### config.mk
export PLATFORM = sky130hd
export DESIGN_NAME = btn_conditioner_flat
export DESIGN_NICKNAME = d
export VERILOG_FILES = /design/src/rtl/btn_if.sv /design/src/rtl/btn_conditioner.sv /design/src/flat_wrapper.sv
export SDC_FILE = /design/constraint.sdc
export NUM_CORES = 1
export LEC_CHECK = 0
export ABC_AREA = 0
export ABC_CLOCK_PERIOD_IN_PS = 6100
export CORE_MARGIN = 2
export CORE_UTILIZATION = 60
export DETAILED_ROUTE_END_ITERATION = 7
export GPL_TIMING_DRIVEN = 0
export PLACE_DENSITY = 0.89
export SETUP_SLACK_MARGIN = 0.3
export SYNTH_ARGS = -nofsm -noshare
export SYNTH_HDL_FRONTEND = slang
export SYNTH_SLANG_ARGS = --single-unit
### constraint.sdc
create_clock -name i_clk -period 6.1 [get_ports i_clk]
set_input_delay 0.61 -clock i_clk [delete_from_list [all_inputs] [get_ports i_clk]]
set_output_delay 0.61 -clock i_clk [all_outputs]
set_load 0.005 [all_outputs]
### src/rtl/btn_if.sv
// btn_if: raw button levels in, debounced levels and press strobes out
interface btn_if #(
    parameter int NB_BTN = 3
);
    logic [NB_BTN-1:0] btn;
    logic [NB_BTN-1:0] level;
    logic [NB_BTN-1:0] pulse;
    modport master (output btn, input level, input pulse);
    modport slave (input btn, output level, output pulse);
endinterface

### src/rtl/btn_conditioner.sv
// btn_conditioner: synchronize and debounce NB_BTN raw buttons into clean levels and one-shot press pulses
module btn_conditioner #(
    parameter int NB_BTN = 3,
    parameter int NB_CNT = 20,
    parameter int DEBOUNCE_CYCLES = 1000000
) (
    input  logic i_clk,
    input  logic i_reset,
    btn_if.slave bus
);
    if (DEBOUNCE_CYCLES < 1 || longint'(DEBOUNCE_CYCLES) > (longint'(1) << NB_CNT) - 1) begin : g_bad_cycles
        $error("btn_conditioner: DEBOUNCE_CYCLES must lie in 1 .. 2**NB_CNT-1");
    end
    localparam logic [NB_CNT-1:0] LAST = NB_CNT'(DEBOUNCE_CYCLES - 1);
    localparam logic [NB_CNT-1:0] ONE = NB_CNT'(1);
    typedef enum logic [1:0] {LOW_STABLE, LOW_TO_HIGH, HIGH_STABLE, HIGH_TO_LOW} state_t;
    state_t [NB_BTN-1:0] state;
    logic [NB_BTN-1:0][NB_CNT-1:0] cnt;
    logic [NB_BTN-1:0] sync_q;
    logic [NB_BTN-1:0] s;
    logic [NB_BTN-1:0] level;
    logic [NB_BTN-1:0] pulse;
    // two-flop synchronizer for the asynchronous button levels
    always_ff @(posedge i_clk) begin
        if (i_reset) begin
            sync_q <= '0;
            s <= '0;
        end else begin
            sync_q <= bus.btn;
            s <= sync_q;
        end
    end
    // per-channel debounce FSM: a level change is accepted after DEBOUNCE_CYCLES consecutive disagreeing samples
    always_ff @(posedge i_clk) begin
        for (int i = 0; i < NB_BTN; i++) begin
            if (i_reset) begin
                state[i] <= LOW_STABLE;
                cnt[i] <= '0;
                level[i] <= 1'b0;
                pulse[i] <= 1'b0;
            end else begin
                pulse[i] <= 1'b0;
                case (state[i])
                    LOW_STABLE:
                        if (!s[i]) begin
                            cnt[i] <= '0;
                        end else if (LAST == '0) begin
                            state[i] <= HIGH_STABLE;
                            cnt[i] <= '0;
                            level[i] <= 1'b1;
                            pulse[i] <= 1'b1;
                        end else begin
                            state[i] <= LOW_TO_HIGH;
                            cnt[i] <= ONE;
                        end
                    LOW_TO_HIGH:
                        if (!s[i]) begin
                            state[i] <= LOW_STABLE;
                            cnt[i] <= '0;
                        end else if (cnt[i] == LAST) begin
                            state[i] <= HIGH_STABLE;
                            cnt[i] <= '0;
                            level[i] <= 1'b1;
                            pulse[i] <= 1'b1;
                        end else begin
                            cnt[i] <= cnt[i] + ONE;
                        end
                    HIGH_STABLE:
                        if (s[i]) begin
                            cnt[i] <= '0;
                        end else if (LAST == '0) begin
                            state[i] <= LOW_STABLE;
                            cnt[i] <= '0;
                            level[i] <= 1'b0;
                        end else begin
                            state[i] <= HIGH_TO_LOW;
                            cnt[i] <= ONE;
                        end
                    HIGH_TO_LOW:
                        if (s[i]) begin
                            state[i] <= HIGH_STABLE;
                            cnt[i] <= '0;
                        end else if (cnt[i] == LAST) begin
                            state[i] <= LOW_STABLE;
                            cnt[i] <= '0;
                            level[i] <= 1'b0;
                        end else begin
                            cnt[i] <= cnt[i] + ONE;
                        end
                endcase
            end
        end
    end
    assign bus.level = level;
    assign bus.pulse = pulse;
endmodule

### src/flat_wrapper.sv
// flat-port wrapper written by rule: the top's interface ports become plain ports
module btn_conditioner_flat 
#(
    parameter int NB_BTN = 3,
    parameter int NB_CNT = 20,
    parameter int DEBOUNCE_CYCLES = 1000000
)
  (i_clk, i_reset, bus_btn, bus_level, bus_pulse);
  btn_if #(.NB_BTN(NB_BTN)) bus_i ();
  input  logic i_clk;
  input  logic i_reset;
  input wire logic [$bits(bus_i.btn)-1:0] bus_btn;
  output wire logic [$bits(bus_i.level)-1:0] bus_level;
  output wire logic [$bits(bus_i.pulse)-1:0] bus_pulse;
  assign bus_i.btn = bus_btn;
  assign bus_level = bus_i.level;
  assign bus_pulse = bus_i.pulse;
  btn_conditioner #(.NB_BTN(NB_BTN), .NB_CNT(NB_CNT), .DEBOUNCE_CYCLES(DEBOUNCE_CYCLES)) u_core (.i_clk(i_clk), .i_reset(i_reset), .bus(bus_i));
endmodule
# After elaboration in Yosys (flattened, before gate mapping)
# Cells that the tools add are included.
# word_totals
regBits,78
in_bits,5
output_inout_bits,6
wordCells,131
# op_classes
add_sub_neg,3
eq_ne,36
muxes,57
bitwise_logic,6
n_reduce_logical,15
# op_table
op,count
one-hot mux 20 bit (4 select lines),3
2-to-1 mux 20 bit,9
"adder 20 x 1 -> 20 bit, second input constant",3
"== test 20 bit, second input constant",3
2-to-1 mux 2 bit,18
"inequality test 2 x 1 -> 1 bit, second input constant",12
one-hot mux 2 bit (4 select lines),3
2-to-1 mux 1 bit,21
AND reduction 5 bit,3
"== test 2 bit, second input constant",6
"inequality test 2 bit, second input constant",6
AND reduction 4 bit,3
"inequality test 3 x 1 -> 1 bit, second input constant",3
"inequality test 3 bit, second input constant",3
OR reduction 3 bit,3
"== test 2 x 1 -> 1 bit, second input constant",3
zero test 2 bit,3
NOT 1 bit,6
one-hot mux 1 bit (2 select lines),3
nonzero test 2 bit,3

# Longest topological paths before layout
# depth
word_depth,4
ltp_mapped,7
mapped_depth_nobuf,5

# Worst setup path before layout
# Ideal clock, no wire load.
# synth_timing
path_type,reg-to-reg
from,register u_core.cnt[40] (netlist name)
to,register u_core.cnt[45] (netlist name)
setup_ps,117
arrival_time_ps,1964
required_time_ps,5983
setup_slack_ps,4019
stages_incl_launch_ff,8
path_buffers,2
synth_period_minus_slack_ps,2081
path_cell_list,dfxtp_1 > ha_1 > nand4_2 > or4_1 > buf_2 > o2111ai_2 > buf_2 > nor2_1
# synth_between
elab_chain_len,4
word_cells_on_any_way,6
classes_between,add/sub: 1; eq/ne: 1; mux: 4
# synth_rtl
element,line,source
from (decl),btn_conditioner.sv:18,logic [NB_BTN-1:0][NB_CNT-1:0] cnt;
"from (signal, indexed assignment)",btn_conditioner.sv:66,cnt[i] <= cnt[i] + ONE;
"from (signal, indexed assignment)",btn_conditioner.sv:88,cnt[i] <= cnt[i] + ONE;
adder 20 x 1 -> 20 bit / == test 20 bit (equally long branches),-,
2-to-1 mux 20 bit (*),"btn_conditioner.sv:60, btn_conditioner.sv:83",
2-to-1 mux 20 bit (on tied branches),"btn_conditioner.sv:80, btn_conditioner.sv:57",
one-hot mux 20 bit (4 select lines) (*),btn_conditioner.sv:43,case (state[i])
# Mark *: on every way between the ends. The rest lies on a longest branch, timed or not.
# A chain may end at the register's enable or synchronous reset.

# Worst setup path in the final report
# layout_timing
from,register u_core.cnt[20] (netlist name)
to,register u_core.cnt[31] (netlist name)
# Same word-level chain as after synthesis.

==> key figures <==
Pwr
  • Pleak: approximately 1.2 nW
  • Sequential Power Share: 56.1%
  • Internal Pwr Total: roughly 0.00073 W
  • Max IR drop VDD: 0.188 mV
  • Power density relative to cell area: around 240 nW/um^2
  • Sw Pwr: 0.000190 W
  • Net switching fraction of the power: 20.6%
  • Combinational group share of total power: 2.1%
  • Clock power share: roughly two fifths

Setup path
  • Type of the setup path with the least slack: reg2reg
  • Required time reported for the critical path endpoint: 6320 ps
  • Library cell contributing the largest single delay on the critical path: o2111ai_1
  • Family of cells with the greatest summed delay on the critical path: compound AO/OA/AOI/OAI gates
  • FF-to-FF path depth: 6
  • Highest fanout seen on the critical path: 10
  • Worst endpoint data arrival time: 2710 ps
  • List of cells traversed by the critical path: ha_1 > and2_1 > nand4_1 > o2111ai_1 > clkbuf_1 > nor2_1
  • CP Launch Type: flop
  • Maximum cell stage delay along the critical path: 750 ps
  • Path length in cells of the critical path: 6
  • WP buf/inv: 1
  • Crit end category: flop

CTS
  • CTS Root Buffer Type: clkbuf_8
  • Post-cts sizing count: 0
  • Clock tree from TritonCTS: yes
  • Number of setup buffers added after CTS: 0
  • Total CTS buffers: 9
  • Hold_buf cts: 0
  • Number of sinks on the clock net: 78
  • CTS H-tree lvls: 3
  • Max Buffers Root-to-Sink: 2
  • Insertion delay of the later-clocked pin in the worst-skew pair: 350 ps
  • Worst-path clk slew: 70 ps

Final layout
  • Sequential cell area: 1560 um^2
  • Multi-input gate area in the final layout: approximately 1800 um^2
  • Util after Layout: 69.3%
  • Synth-to-Final Area Change: 11.3%
  • Fraction of final layout cells sized beyond drive strength 1: just under 7%
  • Antenna diode count: 0
  • Final net count: 420
  • Count of filler cells inserted in the layout: ~440

Global routing
  • GRT overflow: 0
  • Initial antenna violation count: 0
  • Pin count of the biggest net entering global routing: 13
  • Global-route wire length before repair: about 12000 um
  • Via count of the first global-routing pass: 2742
  • Total global routing track utilization: between 20 and 25%

Synth
  • Yosys warning total: 0
  • Net Count, Synth: 399
  • Unique cell type count in the Yosys netlist: between 40 and 50
  • Sequential area share after synthesis: between 40% and 50%
  • Seq cells post-synth: 78
  • Ys async rst share: 0%
  • Number of standard cells after synthesis: 391
  • Post-Synthesis Cell Area: 3450 um^2
  • Post-synthesis average cell area: roughly 8.8 um^2
  • Number of synthesized flops with an enable pin: 0
  • Primary flip-flop cell chosen by synthesis mapping: dfxtp_1

Placement
  • Final GP Congestion: 0.890
  • HPWL Detailed: 4720 um
  • Number of I/O port buffers: 10

Floorplanning
  • Area of the die: 6370 um^2
  • Initial Util: around 62%
  • Number of ports placed on the die boundary: 11
  • Die boundary width: between 70 and 80 um
  • Standard cell core area: between 5000 and 6000 um^2
  • Placement row count: 27
  • Die Ht: 79.8 um

Job
  • Maxcap violations: 0

Routing
  • Number of routed nets with antenna violations: 0
  • Final wirelength: 6780 um
  • Vias: between 2000 and 3000
  • Iteration-0 DRC Markers: 127
  • Via density: 5.97
  • Wirelength per Cell: 13.9 um
  • Length of the first detailed-routing pass in iterations: 4
  • DRC: 0

STA
  • Fin. Hold Viols: 0
  • Worst-Margin Slew: 812 ps
  • RSZ-0062 raised after global routing: false
  • Max-slew violation total from the final report: 0
  • Post-route minimum period: 2490 ps
  • Final setup TNS: 0 ps
  • Setup-failing EPs final: 0
  • Worst rel slew slack: 45.8%
  • Fmax achieved: 402 MHz
  • Final period util: 40.8%
  • Worst setup skew after layout: 13.7 ps

Outcome
  • Status: complete, no violations

Worst hold path
  • Number of cells on the worst hold path: 1
  • Tightest Hold Check Type: reg2reg
[cell type report]
type / count / share of cell area, %
well taps: 72 / 2.35
repair buffers: 10 / 2.61
multi-input cells: 282 / 46.0
clock inverters: 4 / 1.17
inverters: 18 / 1.76
clock buffers: 12 / 4.04
plain buffers: 13 / 1.43
flip-flops and latches: 78 / 40.7
[state kept, by name (all words and copies together), names as in the netlist, named ones only]
register / cells
u_core.cnt: 60
u_core.bus.level: 3
u_core.bus.pulse: 3
u_core.s: 3
u_core.state: 3
u_core.sync_q: 3
[power by group through the flow]
| stage | clock, W | combinational, W | sequential [W] |
|---|---|---|---|
| 6_report | 0.000387 | 0.0000192 | 0.000519 |
| 5_1_grt | 0.000416 | 0.0000214 | 0.000519 |
| 4_1_cts | 0.000393 | 0.0000193 | 0.000519 |
| 3_5_place_dp | 0 | 0.0000192 | 0.000530 |
| 3_3_place_gp | 0 | 0.0000183 | 0.000530 |
| 2_1_floorplan | 0 | 0.00000910 | 0.000529 |
[worst paths after layout]
kind,start,slack [ps],to
worst max register to register,u_core.cnt[20]$_SDFF_PP0_,3610,u_core.cnt[31]$_SDFF_PP0_
worst min register to register,u_core.sync_q[1]$_SDFF_PP0_,440,u_core.s[1]$_SDFF_PP0_
worst max-delay path,u_core.cnt[20]$_SDFF_PP0_,3610,u_core.cnt[31]$_SDFF_PP0_
worst min-delay path,u_core.sync_q[1]$_SDFF_PP0_,440,u_core.s[1]$_SDFF_PP0_
[through the flow]
step | cells | setup WS (ps) | cell area (um^2) | power (W) | hold slack, ps
after floorplan | 391 | 4020 | 3450 | 0.000538 | 414
after global placement | 473 | 3540 | 3640 | 0.000548 | 418
after detailed placement | 473 | 3520 | 3640 | 0.000550 | 432
after CTS | 489 | 3620 | 3840 | 0.000931 | 449
after global routing | 489 | 3380 | 3840 | 0.000956 | 461
final | 489 | 3610 | 3840 | 0.000925 | 441
[layout by cell type (no fill, tap or decap), types with 3 or more instances in the layout]
cell type        synthesis  routed
a21oi_1                 21      21
and2_1                   3       3
and3_1                  10      10
and4_1                   6       6
buf_2                    5       5
clkbuf_1                 7       8
clkbuf_8                 0      11
clkdlybuf4s50_1          0      10
clkinv_2                 0       3
dfxtp_1                 78      78
ha_1                     3       3
inv_1                   17      17
nand2_1                 18      18
nand3_1                 25      25
nand4_1                 16      16
nor2_1                  45      45
nor2b_1                  6       6
nor3_1                   8       8
nor4_1                   4       4
nor4b_1                  4       4
o21a_1                   3       3
o21ai_0                 16      16
o31ai_1                  8       8
or3_1                   12      12
or4_1                   12      12
xnor2_1                 14      14
xor2_1                  24      24
[synthesized netlist by cell type, types with 2 or more instances]
| cell | instances | area share [%] |
|---|---|---|
| a211oi_1 | 2 | 0.44 |
| a21oi_1 | 21 | 3.0 |
| a31oi_1 | 2 | 0.36 |
| and2_1 | 3 | 0.54 |
| and3_1 | 10 | 1.8 |
| and4_1 | 6 | 1.5 |
| buf_2 | 5 | 0.73 |
| clkbuf_1 | 7 | 0.76 |
| dfxtp_1 | 78 | 45 |
| ha_1 | 3 | 1.1 |
| inv_1 | 17 | 1.8 |
| nand2_1 | 18 | 2.0 |
| nand3_1 | 25 | 3.6 |
| nand4_1 | 16 | 2.9 |
| nor2_1 | 45 | 4.9 |
| nor2b_1 | 6 | 1.1 |
| nor3_1 | 8 | 1.2 |
| nor4_1 | 4 | 0.73 |
| nor4b_1 | 4 | 1.0 |
| o21a_1 | 3 | 0.65 |
| o21ai_0 | 16 | 2.3 |
| o31ai_1 | 8 | 1.7 |
| or3_1 | 12 | 2.2 |
| or4_1 | 12 | 2.6 |
| or4_4 | 2 | 0.65 |
| or4b_1 | 2 | 0.58 |
| xnor2_1 | 14 | 3.6 |
| xor2_1 | 24 | 6.1 |
[cell families after synthesis]
group / share of synthesized area, %
simple gates: 29.6
flops: 45.3
compound gates: 10.8
xor+xnor: 9.65
buf+inv: 3.55
fa+ha+maj: 1.09
[metal layers]
metal / share of wire, % / GRT usage, %
met5: 0 / 0
met4: 1.7 / 7.80
met3: 4.6 / 6.79
met2: 49 / 40.2
met1: 44 / 27.1
(Power assumes the default switching activity.)
